`src/rtl/xge_rx_pkg.sv`:
```
// Shared types for the MAC RX packet reader: stream word, FSM state, byte accounting.
// Latency: n/a (types and a pure function only).
// Backpressure: n/a.
package xge_rx_pkg;

  localparam int BYTES_PER_WORD = 8;

  typedef struct packed {
    logic [63:0] data;
    logic        sop;
    logic        eop;
    logic [2:0]  mod;
    logic        err;
  } pkt_word_t;

  typedef enum logic [0:0] {
    IDLE = 1'b0,
    READ = 1'b1
  } rx_state_e;

  // Valid bytes carried by a word; a mod of 0 means a full word.
  function automatic logic [3:0] mod_to_bytes(input logic [2:0] mod);
    return (mod == 3'd0) ? 4'(BYTES_PER_WORD) : {1'b0, mod};
  endfunction

endpackage

```
`src/rtl/xge_skid_buf2.sv`:
```
// Two-entry FIFO-ordered skid buffer of pkt_word_t with registered head output.
// Latency: 1 cycle from push to head_o when empty; push and pop may share a cycle.
// Backpressure: caller must never push while full (occ_o == 2 without a pop).
// Ports: push_i/push_dat_i write side, pop_i read side, head_o/vld_o head word, occ_o fill level.
module xge_skid_buf2
  import xge_rx_pkg::*;
(
  input  logic       clk_i,
  input  logic       rst_ni,
  input  logic       push_i,
  input  pkt_word_t  push_dat_i,
  input  logic       pop_i,
  output pkt_word_t  head_o,
  output logic       vld_o,
  output logic [1:0] occ_o
);

  pkt_word_t  head_q, head_d;
  pkt_word_t  tail_q, tail_d;
  logic [1:0] occ_q, occ_d;
  logic       pop_eff;

  // A pop against an empty buffer is ignored.
  assign pop_eff = pop_i && (occ_q != 2'd0);

  always_comb begin
    head_d = head_q;
    tail_d = tail_q;
    occ_d  = occ_q;
    unique case ({push_i, pop_eff})
      2'b10: begin
        if (occ_q == 2'd0) head_d = push_dat_i;
        else               tail_d = push_dat_i;
        occ_d = occ_q + 2'd1;
      end
      2'b01: begin
        head_d = tail_q;
        occ_d  = occ_q - 2'd1;
      end
      2'b11: begin
        // Occupancy is unchanged; the new word lands behind whatever remains.
        if (occ_q == 2'd1) begin
          head_d = push_dat_i;
        end else begin
          head_d = tail_q;
          tail_d = push_dat_i;
        end
      end
      default: ;
    endcase
  end

  always_ff @(posedge clk_i or negedge rst_ni) begin
    if (!rst_ni) begin
      head_q <= '0;
      tail_q <= '0;
      occ_q  <= 2'd0;
    end else begin
      head_q <= head_d;
      tail_q <= tail_d;
      occ_q  <= occ_d;
    end
  end

  assign head_o = head_q;
  assign vld_o  = (occ_q != 2'd0);
  assign occ_o  = occ_q;

`ifndef SYNTHESIS
  a_no_push_when_full: assert property (@(posedge clk_i) disable iff (!rst_ni)
    !(push_i && (occ_q == 2'd2) && !pop_eff));
`endif

endmodule

```
`src/rtl/xge_pkt_rx_reader.sv`:
```
// Reads packets out of the MAC RX FIFO into a valid/ready stream; emits per-packet status and counters.
// Latency: first out_valid 2 cycles after pkt_rx_ren rises; status 1 cycle after the eop word.
// Backpressure: out_ready throttles pkt_rx_ren through the 2-entry skid buffer; status has none.
// Ports: pkt_rx_* MAC read side, out_* stream, stat_* per-packet record, clr_cnt/*_cnt statistics.
module xge_pkt_rx_reader
  import xge_rx_pkg::*;
#(
  parameter int MAX_LEN = 1518,
  parameter int LEN_W   = 16,
  parameter int CNT_W   = 32
) (
  input  logic             clk_156m25,
  input  logic             reset_156m25_n,
  input  logic             pkt_rx_avail,
  output logic             pkt_rx_ren,
  input  logic [63:0]      pkt_rx_data,
  input  logic             pkt_rx_val,
  input  logic             pkt_rx_sop,
  input  logic             pkt_rx_eop,
  input  logic [2:0]       pkt_rx_mod,
  input  logic             pkt_rx_err,
  output logic [63:0]      out_data,
  output logic             out_sop,
  output logic             out_eop,
  output logic [2:0]       out_mod,
  output logic             out_err,
  output logic             out_valid,
  input  logic             out_ready,
  output logic             stat_valid,
  output logic [LEN_W-1:0] stat_len,
  output logic             stat_err,
  output logic             stat_oversize,
  input  logic             clr_cnt,
  output logic [CNT_W-1:0] pkt_cnt,
  output logic [CNT_W-1:0] err_cnt,
  output logic [CNT_W-1:0] proto_err_cnt
);

  localparam logic [LEN_W-1:0] MAX_LEN_L = LEN_W'(MAX_LEN);

  function automatic logic [CNT_W-1:0] sat_inc(input logic [CNT_W-1:0] v);
    return (&v) ? v : v + CNT_W'(1);
  endfunction

  rx_state_e        state_q, state_d;
  logic             in_frame_q, in_frame_d;
  logic [LEN_W-1:0] len_q, len_d, len_new, len_base;
  logic [LEN_W:0]   len_sum;
  logic             stat_vld_q, stat_vld_d, stat_err_q, stat_err_d, stat_over_q, stat_over_d;
  logic [LEN_W-1:0] stat_len_q, stat_len_d;
  logic             pend_vld_q, pend_vld_d, pend_err_q, pend_err_d;
  logic [LEN_W-1:0] pend_len_q, pend_len_d;
  logic [CNT_W-1:0] pkt_cnt_q, err_cnt_q, proto_cnt_q;
  logic             orphan, trunc, fwd, close_pkt, pop;
  logic [1:0]       occ;
  logic [2:0]       occ_next;
  pkt_word_t        in_word, head;

  // ---------------- read side ----------------
  assign pop      = out_valid && out_ready;
  // Occupancy once this cycle's in-flight word and pop have settled.
  assign occ_next = {1'b0, occ} + {2'b0, pkt_rx_val} - {2'b0, pop};
  // Never read past the eop word: the next packet starts only after a pass through IDLE.
  assign pkt_rx_ren = (state_q == READ) && !(pkt_rx_val && pkt_rx_eop) && (occ_next < 3'd2);

  always_comb begin
    state_d = state_q;
    unique case (state_q)
      IDLE:    if (pkt_rx_avail) state_d = READ;
      READ:    if (pkt_rx_val && pkt_rx_eop) state_d = IDLE;
      default: state_d = IDLE;
    endcase
  end

  // ---------------- framing and length ----------------
  assign orphan    = pkt_rx_val && !in_frame_q && !pkt_rx_sop;
  assign trunc     = pkt_rx_val &&  in_frame_q &&  pkt_rx_sop;
  assign fwd       = pkt_rx_val && (in_frame_q || pkt_rx_sop);
  assign close_pkt = fwd && pkt_rx_eop;

  assign len_base = pkt_rx_sop ? '0 : len_q;
  assign len_sum  = {1'b0, len_base} + (LEN_W+1)'(mod_to_bytes(pkt_rx_eop ? pkt_rx_mod : 3'd0));
  assign len_new  = len_sum[LEN_W] ? '1 : len_sum[LEN_W-1:0];

  assign len_d      = fwd ? len_new : len_q;
  assign in_frame_d = fwd ? !pkt_rx_eop : in_frame_q;

  assign in_word = '{data: pkt_rx_data, sop: pkt_rx_sop, eop: pkt_rx_eop,
                     mod: pkt_rx_mod, err: pkt_rx_err};

  xge_skid_buf2 u_skid (
    .clk_i      (clk_156m25),
    .rst_ni     (reset_156m25_n),
    .push_i     (fwd),
    .push_dat_i (in_word),
    .pop_i      (pop),
    .head_o     (head),
    .vld_o      (out_valid),
    .occ_o      (occ)
  );

  // ---------------- status record ----------------
  // A sop+eop word arriving mid-frame closes two packets at once; the truncated one
  // goes out first and the single-word one is parked for the following cycle, which
  // is always word-free because ren is masked on the eop word.
  always_comb begin
    stat_vld_d = 1'b0;
    stat_len_d = stat_len_q;
    stat_err_d = stat_err_q;
    pend_vld_d = 1'b0;
    pend_len_d = pend_len_q;
    pend_err_d = pend_err_q;
    if (trunc) begin
      stat_vld_d = 1'b1;
      stat_len_d = len_q;
      stat_err_d = 1'b1;
      if (close_pkt) begin
        pend_vld_d = 1'b1;
        pend_len_d = len_new;
        pend_err_d = pkt_rx_err;
      end
    end else if (close_pkt) begin
      stat_vld_d = 1'b1;
      stat_len_d = len_new;
      stat_err_d = pkt_rx_err;
    end else if (pend_vld_q) begin
      stat_vld_d = 1'b1;
      stat_len_d = pend_len_q;
      stat_err_d = pend_err_q;
    end
    stat_over_d = (stat_len_d > MAX_LEN_L);
  end

  always_ff @(posedge clk_156m25 or negedge reset_156m25_n) begin
    if (!reset_156m25_n) begin
      state_q     <= IDLE;
      in_frame_q  <= 1'b0;
      len_q       <= '0;
      stat_vld_q  <= 1'b0;
      stat_len_q  <= '0;
      stat_err_q  <= 1'b0;
      stat_over_q <= 1'b0;
      pend_vld_q  <= 1'b0;
      pend_len_q  <= '0;
      pend_err_q  <= 1'b0;
      pkt_cnt_q   <= '0;
      err_cnt_q   <= '0;
      proto_cnt_q <= '0;
    end else begin
      state_q     <= state_d;
      in_frame_q  <= in_frame_d;
      len_q       <= len_d;
      stat_vld_q  <= stat_vld_d;
      stat_len_q  <= stat_len_d;
      stat_err_q  <= stat_err_d;
      stat_over_q <= stat_over_d;
      pend_vld_q  <= pend_vld_d;
      pend_len_q  <= pend_len_d;
      pend_err_q  <= pend_err_d;
      // Counters move on the same edge that loads the status record.
      if (clr_cnt) begin
        pkt_cnt_q   <= '0;
        err_cnt_q   <= '0;
        proto_cnt_q <= '0;
      end else begin
        if (stat_vld_d)               pkt_cnt_q   <= sat_inc(pkt_cnt_q);
        if (stat_vld_d && stat_err_d) err_cnt_q   <= sat_inc(err_cnt_q);
        if (orphan || trunc)          proto_cnt_q <= sat_inc(proto_cnt_q);
      end
    end
  end

  assign out_data      = head.data;
  assign out_sop       = head.sop;
  assign out_eop       = head.eop;
  assign out_mod       = head.mod;
  assign out_err       = head.err;
  assign stat_valid    = stat_vld_q;
  assign stat_len      = stat_len_q;
  assign stat_err      = stat_err_q;
  assign stat_oversize = stat_over_q;
  assign pkt_cnt       = pkt_cnt_q;
  assign err_cnt       = err_cnt_q;
  assign proto_err_cnt = proto_cnt_q;

endmodule
```
`config.mk`:
```
export PLATFORM = sky130hd
export DESIGN_NAME = xge_pkt_rx_reader
export DESIGN_NICKNAME = d
export VERILOG_FILES = /design/src/rtl/xge_rx_pkg.sv /design/src/rtl/xge_skid_buf2.sv /design/src/rtl/xge_pkt_rx_reader.sv
export SDC_FILE = /design/constraint.sdc
export NUM_CORES = 1
export LEC_CHECK = 0
export CAP_MARGIN = 20
export CORE_MARGIN = 5
export CORE_UTILIZATION = 30
export CTS_CLUSTER_DIAMETER = 100
export DETAILED_ROUTE_END_ITERATION = 12
export PLACE_DENSITY_LB_ADDON = 0.08
export SYNTH_ARGS = -nofsm -noshare
export SYNTH_HDL_FRONTEND = slang
export SYNTH_SLANG_ARGS = --single-unit
```
`constraint.sdc`:
```
create_clock -name clk_156m25 -period 3.1 [get_ports clk_156m25]
set_input_delay 0.62 -clock clk_156m25 [delete_from_list [all_inputs] [get_ports clk_156m25]]
set_output_delay 0.62 -clock clk_156m25 [all_outputs]
set_load 0.05 [all_outputs]
```
==> impl_results.md, run 1 <==
* Crit. End Element: primary output
* RR Endpoint: stat_oversize
* First-pass GRT wire length at 68.0 mm
* Syn Std Cell Area at 14,100 um^2
* Drt drc at 0
* Max-cap viol count at 0
* Final Cycle Share at 105%
* Total nets after synthesis at 1,464
* Initial antenna violation count at 5
* Share of cells above drive strength 1 at 18.9%
* Core Util, Final at 42.3%
* CP Launch Type: input pin
* Avg WL per Cell at 18.2 um
* Final setup TNS at -0.159 ns
* CTS Buf Count at 37
* Clock tree sinks at 293
* Detail Route Antenna Nets at 0
* Post-synth EDFFs at 0
* Worst reg2reg path depth at 10
* Total track usage at 16.5%
* Total of warnings raised by yosys at 0
* Post-synth top area share at 52.1%
* Final Hold Fails at 0
* Worst-path clk slew at 0.05 ns
* Syn_area_per_cell at 10.2 um^2
* Mapped Cells at 1,374
* Worst setup margin at -0.159 ns
* Setup Skew at 0.0111 ns
* Die Wd at 227 um
* Worst Tran Pin Value at 0.727 ns
* Status: finished, violations left
* Largest cells by area after synthesis: dfrtp_1 52%, mux2_2 6.2%, o21ai_0 4.2%
* Sequential share of the synthesized area at 52.1%
* Core footprint at 46,500 um^2
* Final WL at 43.0 mm
* Final setup viols at 1
* Port Buffers at 262
* Reg2reg start: len_q[0]
* Detailed Routing Iterations Pass 1 at 6
* Nets@finish at 1,817
* RSZ-0062 raised after global routing: yes
* Final Max Slew Viols at 0
* Root buf cell: clkbuf_16
* Pwr dens at 806 nW/um^2
* Peak supply drop at 0.562 mV
* Critical path class: in2out
* CP max stage cell: fa_2
* Grt ovf at 0
* Clock H-tree levels at 2
* Violated checks: negative setup slack
* Area Growth Syn to Fin at 39.7%
* Crit path max-delay family: buffers and inverters
* Clock Latency Late Sink at 0.54 ns
* CP Data Arrival Time at 2.64 ns
* Most frequent cells after synthesis: 293 x dfrtp_1, 151 x nand2_1, 122 x nor2_1, 119 x o21ai_0, 77 x mux2_2
* Reg2Reg Setup Slack at 0.17 ns
* CP Buf/Inv Count at 3
* Post-synth top area cell: dfrtp_1
* Critical path, cell by cell: clkdlybuf4s50_1 -> nor2b_2 -> ha_1 -> nand2b_4 -> fa_2 -> nand2_1 -> a211oi_2 -> buf_4 -> buf_12
* Leakage at 8.11 nW
* Vias per cell at 4.89
* Crit-path max FO at 2
* Async S/R FF share, synth at 100%
* Die Y at 227 um
* Count leader, synth: dfrtp_1
* Min-delay worst type: in2async
* Largest buffer count on any clock path at 3
* Max Freq at 0.307 GHz
* Post-DP HPWL at 30.8 mm
* CTS tree: built
* First DRT Iteration DRCs at 692
* Die area at 51,300 um^2
* Rel. slew slack at 51.5%
* Pin count of the biggest net entering global routing at 78
* Starting Density at 30.3%
* CP peak stage delay at 0.51 ns
* Vias in the first global route at 11,801
* GP Congestion at 0.831
* Most used DFF post-synth: dfrtp_1
* # rows at 79
* Flops & latches, synth at 293
* Min Tclk post-route at 3.26 ns
* Total number of vias at 11,543
* Cell variety after synth at 76
* I/O pin count at 263
* Req. time, crit path at 2.48 ns
[power breakdown]
part	switching [mW]	total, mW	leakage [nW]	internal (mW)
clock network	1.69	4.29	0.596	2.60
registers	0.594	5.47	3.76	4.87
logic	3.68	6.10	3.75	2.41
[layout make-up]
| type | instances | area [um^2] |
|---|---|---|
| Clock buffer | 52 | 1080 |
| Antenna cell | 2 | 5.00 |
| Clock inverter | 12 | 120 |
| Multi-Input combinational cell | 967 | 6390 |
| Sequential cell | 293 | 7330 |
| Fill cell | 4548 | 26800 |
| Inverter | 28 | 105 |
| Tap cell | 607 | 759 |
| Timing Repair Buffer | 400 | 3860 |
[logic make-up (layout without fill, tap and decap cells)]
kind of cell | after synthesis | in the layout | synth area share, %
fa+ha+maj | 14 | 14 | 1.35
flops | 293 | 293 | 52.1
simple gates | 492 | 492 | 17.6
compound gates | 289 | 289 | 13.3
xor+xnor | 82 | 82 | 5.10
mux | 90 | 90 | 7.09
buf+inv | 114 | 492 | 3.48
other cells | 0 | 2 | 0
[through the flow]
stage	power (mW)	instances	instance area (um^2)	hold slack [ns]	setup WS [ns]
final	15.9	2361	19700	0.127	-0.159
after global placement	11.6	2290	18300	0.459	-0.704
after global routing	16.8	2359	19700	0.163	-0.251
after detailed placement	11.6	2290	18300	0.465	-0.743
after CTS	16.1	2358	19600	0.123	-0.197
after floorplan	9.14	1374	14100	0.324	-0.404
[layer usage]
layer / global-route usage [%] / share of wire [%] / vias to the layer above
li1: - / - / 5596
met1: 23.0 / 46 / 5624
met2: 25.2 / 44 / 266
met3: 5.40 / 8.1 / 53
met4: 3.98 / 1.6 / 4
met5: 0 / 0.079 / -
[flip-flops by register name, summed over array words and instances, names as in the netlist]
name and count:
u_skid.head_o 70, u_skid.tail_q 70, err_cnt 32, pkt_cnt 32
proto_err_cnt 32, len_q 16, pend_len_q 16, stat_len 16
u_skid.occ_o 2, in_frame_q 1, pend_err_q 1, pend_vld_q 1
stat_err 1, stat_oversize 1, stat_valid 1, state_q 1
[cell usage in the layout, fill, tap and decap left out, types with 8 or more instances in the layout]
cell             instances
nor3_1                  31
buf_12                  16
dfrtp_1                293
nand3_1                 25
nor2b_1                 12
ha_1                     8
xnor2_1                 60
mux2_2                  77
buf_4                  123
and2_1                  16
nor4_1                  20
o21ai_0                119
a21oi_1                 39
clkbuf_16               39
inv_1                   25
and4_1                  13
nand4_1                 31
xor2_1                  22
a22oi_1                 70
clkdlybuf4s50_1        254
nor2_1                 120
mux2i_1                 13
nand2_1                150
or3_1                   19
[worst reg2reg max path, cell delays in order (launching register included)]
cell and delay, ns:
dfrtp_1 0.36, nor2b_1 0.16, ha_2 0.22, fa_2 0.26, a211oi_4 0.08, or4_1 0.52, a21oi_2 0.18, o21a_1 0.16
or4b_4 0.48, a2bb2oi_1 0.14, o31ai_1 0.26
[repair_timing]
item,in CTS,in global routing
hold buffers,0,0
setup endpoints to repair,2,2
setup buffers,4,1
resized for setup,20,7
pin swaps,11,6
[worst max path at each step]
stage                               start       endpoint  slack [ns]  depth (start not counted)
after floorplan                pkt_rx_sop  stat_oversize       -0.40                         14
after global placement         pkt_rx_eop  stat_oversize       -0.70                         12
after detailed placement       pkt_rx_eop  stat_oversize       -0.74                         12
after CTS                 u_skid.occ_o[1]     pkt_rx_ren       -0.20                         10
after global routing      u_skid.occ_o[1]     pkt_rx_ren       -0.25                         10
final                           out_ready     pkt_rx_ren       -0.16                          9
Power figures use the tool's default switching activity.
==> inputs of run 2 (changes only) <==
--- a/config.mk
+++ b/config.mk
@@ -13,4 +13,5 @@
 export PLACE_DENSITY_LB_ADDON = 0.08
 export SYNTH_ARGS = -nofsm -noshare
 export SYNTH_HDL_FRONTEND = slang
+export SYNTH_HIERARCHICAL = 1
 export SYNTH_SLANG_ARGS = --single-unit
==> run 2 against run 1 <==
The run still ends with negative setup slack left. Largest power group unchanged. Total power rose by 4.2%. Clock skew fell by 0.0028 ns. Combinational power rose by 12%. Global-route usage rose by 0.18 points. Sequential power rose by 1%. Largest cell class unchanged. Worst hold slack got worse by 0.094 ns. Non-clock buffer count rose by 2. Core utilization rose by 0.14 points. Synthesized cell count rose by 1.4%. Worst setup slack got worse by 0.020 ns.
==> impl_results.md, run 2 <==
* # rows at 79 (unchanged)
* CTS Buf Count at 37 (unchanged)
* Min-delay worst type: in2async
* Rel. slew slack at 54.8% (+3.3 points)
* Status: finished, violations left
* I/O pin count at 263 (unchanged)
* Root buf cell: clkbuf_16
* Clock H-tree levels at 2 (unchanged)
* Port Buffers at 262 (unchanged)
* Detailed Routing Iterations Pass 1 at 4 (-2)
* Core footprint at 46,600 um^2 (+0.21%)
* Final instance area at 19,800 um^2 (+0.55%)
* Share of cells above drive strength 1 at 18.9% (about the same)
* Flops & latches, synth at 293 (unchanged)
* Mapped Cells at 1,393 (+1.4%)
* Placed cell area at 18,200 um^2 (-0.51%)
* Initial antenna violation count at 3 (-2)
* Vias in the first global route at 11,491 (-2.6%)
* Most used routing layer: met2
* Total number of vias at 11,706 (+1.4%)
* Total power at 16.5 mW (+4.2%)
* Final setup viols at 1 (unchanged)
* Avg WL per Cell at 18.5 um (+1.4%)
* Max Freq at 0.305 GHz (-0.60%)
* Peak supply drop at 0.530 mV (-5.8%)
* Final Cycle Share at 106% (+0.64 points)
* Critical path class: reg2out
* Pwr dens at 836 nW/um^2 (+3.7%)
* Crit-path max FO at 2 (unchanged)
* Detail Route Antenna Nets at 0 (unchanged)
* Syn_area_per_cell at 10.1 um^2 (-0.87%)
* GP Congestion at 0.827 (-0.54%)
* Die Y at 227 um (+0.24%)
* Post-synth top area cell: dfrtp_1
* Violated checks: negative setup slack
* Drt drc at 0 (unchanged)
* Max-cap viol count at 0 (unchanged)
* Most common cell after layout, fill and taps aside: dfrtp_1
* Starting Density at 30.4% (+0.086 points)
* Min Tclk post-route at 3.28 ns (+0.0198 ns)
* Total nets after synthesis at 1,486 (+1.5%)
* Final WL at 44.0 mm (+2.3%)
* Vias per cell at 4.91 (+0.52%)
* First DRT Iteration DRCs at 684 (-1.2%)
* Async S/R FF share, synth at 100% (unchanged)
* Grt met2 use at 26.4% (+1.3 points)
* Most frequent cells after synthesis: 293 x dfrtp_1, 192 x nor2_1, 110 x nand3_1, 101 x o21ai_0, 85 x nand2_1
* Final Hold Fails at 0 (unchanged)
* Post-synth top area share at 51.9% (-0.26 points)
* CP Data Arrival Time at 2.66 ns (+0.02 ns)
* Total track usage at 16.7% (+0.18 points)
* Die area at 51,600 um^2 (+0.48%)
* Cell variety after synth at 77 (+1.3%)
* Most frequent cells in the layout: 292 x dfrtp_1, 254 x clkdlybuf4s50_1, 192 x nor2_1
* Total of warnings raised by yosys at 6 (+6)
* Crit. End Element: primary output
* Req. time, crit path at 2.48 ns (about the same)
* Largest buffer count on any clock path at 3 (unchanged)
* CP Launch Type: register
* Pin count of the biggest net entering global routing at 97 (+24%)
* Worst-path clk slew at 0.05 ns (about the same)
* RSZ-0062 raised after global routing: yes
* Leakage at 8.26 nW (+1.8%)
* Largest cells by area after synthesis: dfrtp_1 52%, mux2_2 5.8%, nor2_1 5.1%
* Clock Latency Late Sink at 0.54 ns (about the same)
* Worst Tran Pin Value at 0.669 ns (-0.0583 ns)
* Met3 usage at 4.71% (-0.69 points)
* Die Wd at 227 um (+0.24%)
* Post-DP HPWL at 30.3 mm (-1.7%)
* Post-synth EDFFs at 0 (unchanged)
* Syn Std Cell Area at 14,100 um^2 (+0.50%)
* Count leader, synth: dfrtp_1
* CP max stage cell: fa_2
* Grt ovf at 0 (unchanged)
* Sequential share of the synthesized area at 51.9% (-0.26 points)
* CTS tree: built
* CP peak stage delay at 0.56 ns (+0.05 ns)
* First-pass GRT wire length at 69.0 mm (+1.4%)
* Clock tree sinks at 293 (unchanged)
* Final Max Slew Viols at 0 (unchanged)
* Worst setup margin at -0.178 ns (-0.0198 ns)
* Nets@finish at 1,843 (+1.4%)
* Critical path, cell by cell: inv_2 -> ha_4 -> inv_2 -> and2_4 -> ha_4 -> nand2b_4 -> fa_2 -> nand2_2 -> a211oi_4 -> buf_12
* Setup Skew at 0.00830 ns (-0.00284 ns)
* Most used DFF post-synth: dfrtp_1
* Area Growth Syn to Fin at 39.8% (about the same)
* Met1 GRT Util at 23.1% (+0.090 points)
## run 2: metal layers
layer  part of all wire [%]  up-vias
met5                  0.048        -
met3                    6.4       61
li1                       -     5625
met1                     45     5750
met2                     47      266
met4                    1.9        4
## run 2: final cells by class
| type | instances | area [um^2] |
|---|---|---|
| clock buffer | 54 | 1090 |
| antenna | 1 | 2.50 |
| tap | 607 | 759 |
| multi-input combinational | 997 | 6510 |
| sequential | 293 | 7330 |
| inverter | 19 | 71.3 |
| fill | 4498 | 26800 |
| timing repair buffer | 402 | 3920 |
| clock inverter | 9 | 80.1 |
## run 2: final timing paths
check                      slack, ns              from           endpoint  depth (start not counted)
min in group clk_156m25         0.48  u_skid/tail_q[2]   u_skid/tail_q[2]                          1
max in group asynchronous       2.25    reset_156m25_n  u_skid/head_o[25]                          2
setup / recovery               -0.18   u_skid/occ_o[1]         pkt_rx_ren                         10
hold / removal                  0.03    reset_156m25_n         pend_vld_q                          1
setup reg to reg                0.09          len_q[0]      stat_oversize                         13
hold reg to reg                 0.48  u_skid/tail_q[2]   u_skid/tail_q[2]                          1
## run 2: repair_timing
item	in CTS	in global routing
setup buffers	10	9
setup endpoints to repair	2	3
pin swaps	17	13
gates resized for setup	21	29
hold buffers	0	0
## run 2: critical path, delay by kind of cell, from the launching register on
kind                       cells  cell delay (ns)
buffers and inverters          3             0.29
and+or+nand+nor                3             0.34
AOI/OAI and AO/OA              1             0.19
adders and majority gates      3             0.90
DFF                            1             0.38
## run 2: per-stage QoR
step / std cells / TNS (ns) / hold slack (ns) / utilization, % / setup slack, ns
after global placement: 2299 / -20.91 / 0.463 / 39.2 / -0.727
final: 2382 / -0.178 / 0.0333 / 42.5 / -0.178
after global routing: 2381 / -0.316 / 0.0514 / 42.5 / -0.314
after CTS: 2372 / -0.232 / 0.0389 / 42.1 / -0.232
after floorplan: 1393 / -0.473 / 0.324 / - / -0.254
after detailed placement: 2299 / -27.16 / 0.469 / 39.2 / -0.760
## run 2: report_power, final
part	switching (mW)	internal (mW)	total [mW]	leakage (nW)
sequential	0.624	4.91	5.53	3.66
combinational	4.12	2.69	6.81	4.02
clock	1.67	2.52	4.19	0.577
## run 2: cells by family (layout without fill, tap and decap cells)
kind of cell               count (synthesis)  after routing  share of synthesized area, %
buffers and inverters                    103            484                          3.66
xor gates and xnor gates                  96             96                          5.95
DFF                                      293            293                          51.9
muxes                                     91             91                          7.15
adders and majority gates                 17             17                          1.61
and+or+nand+nor                          536            536                          18.8
other                                      0              1                             0
AOI/OAI and AO/OA                        257            257                          11.0
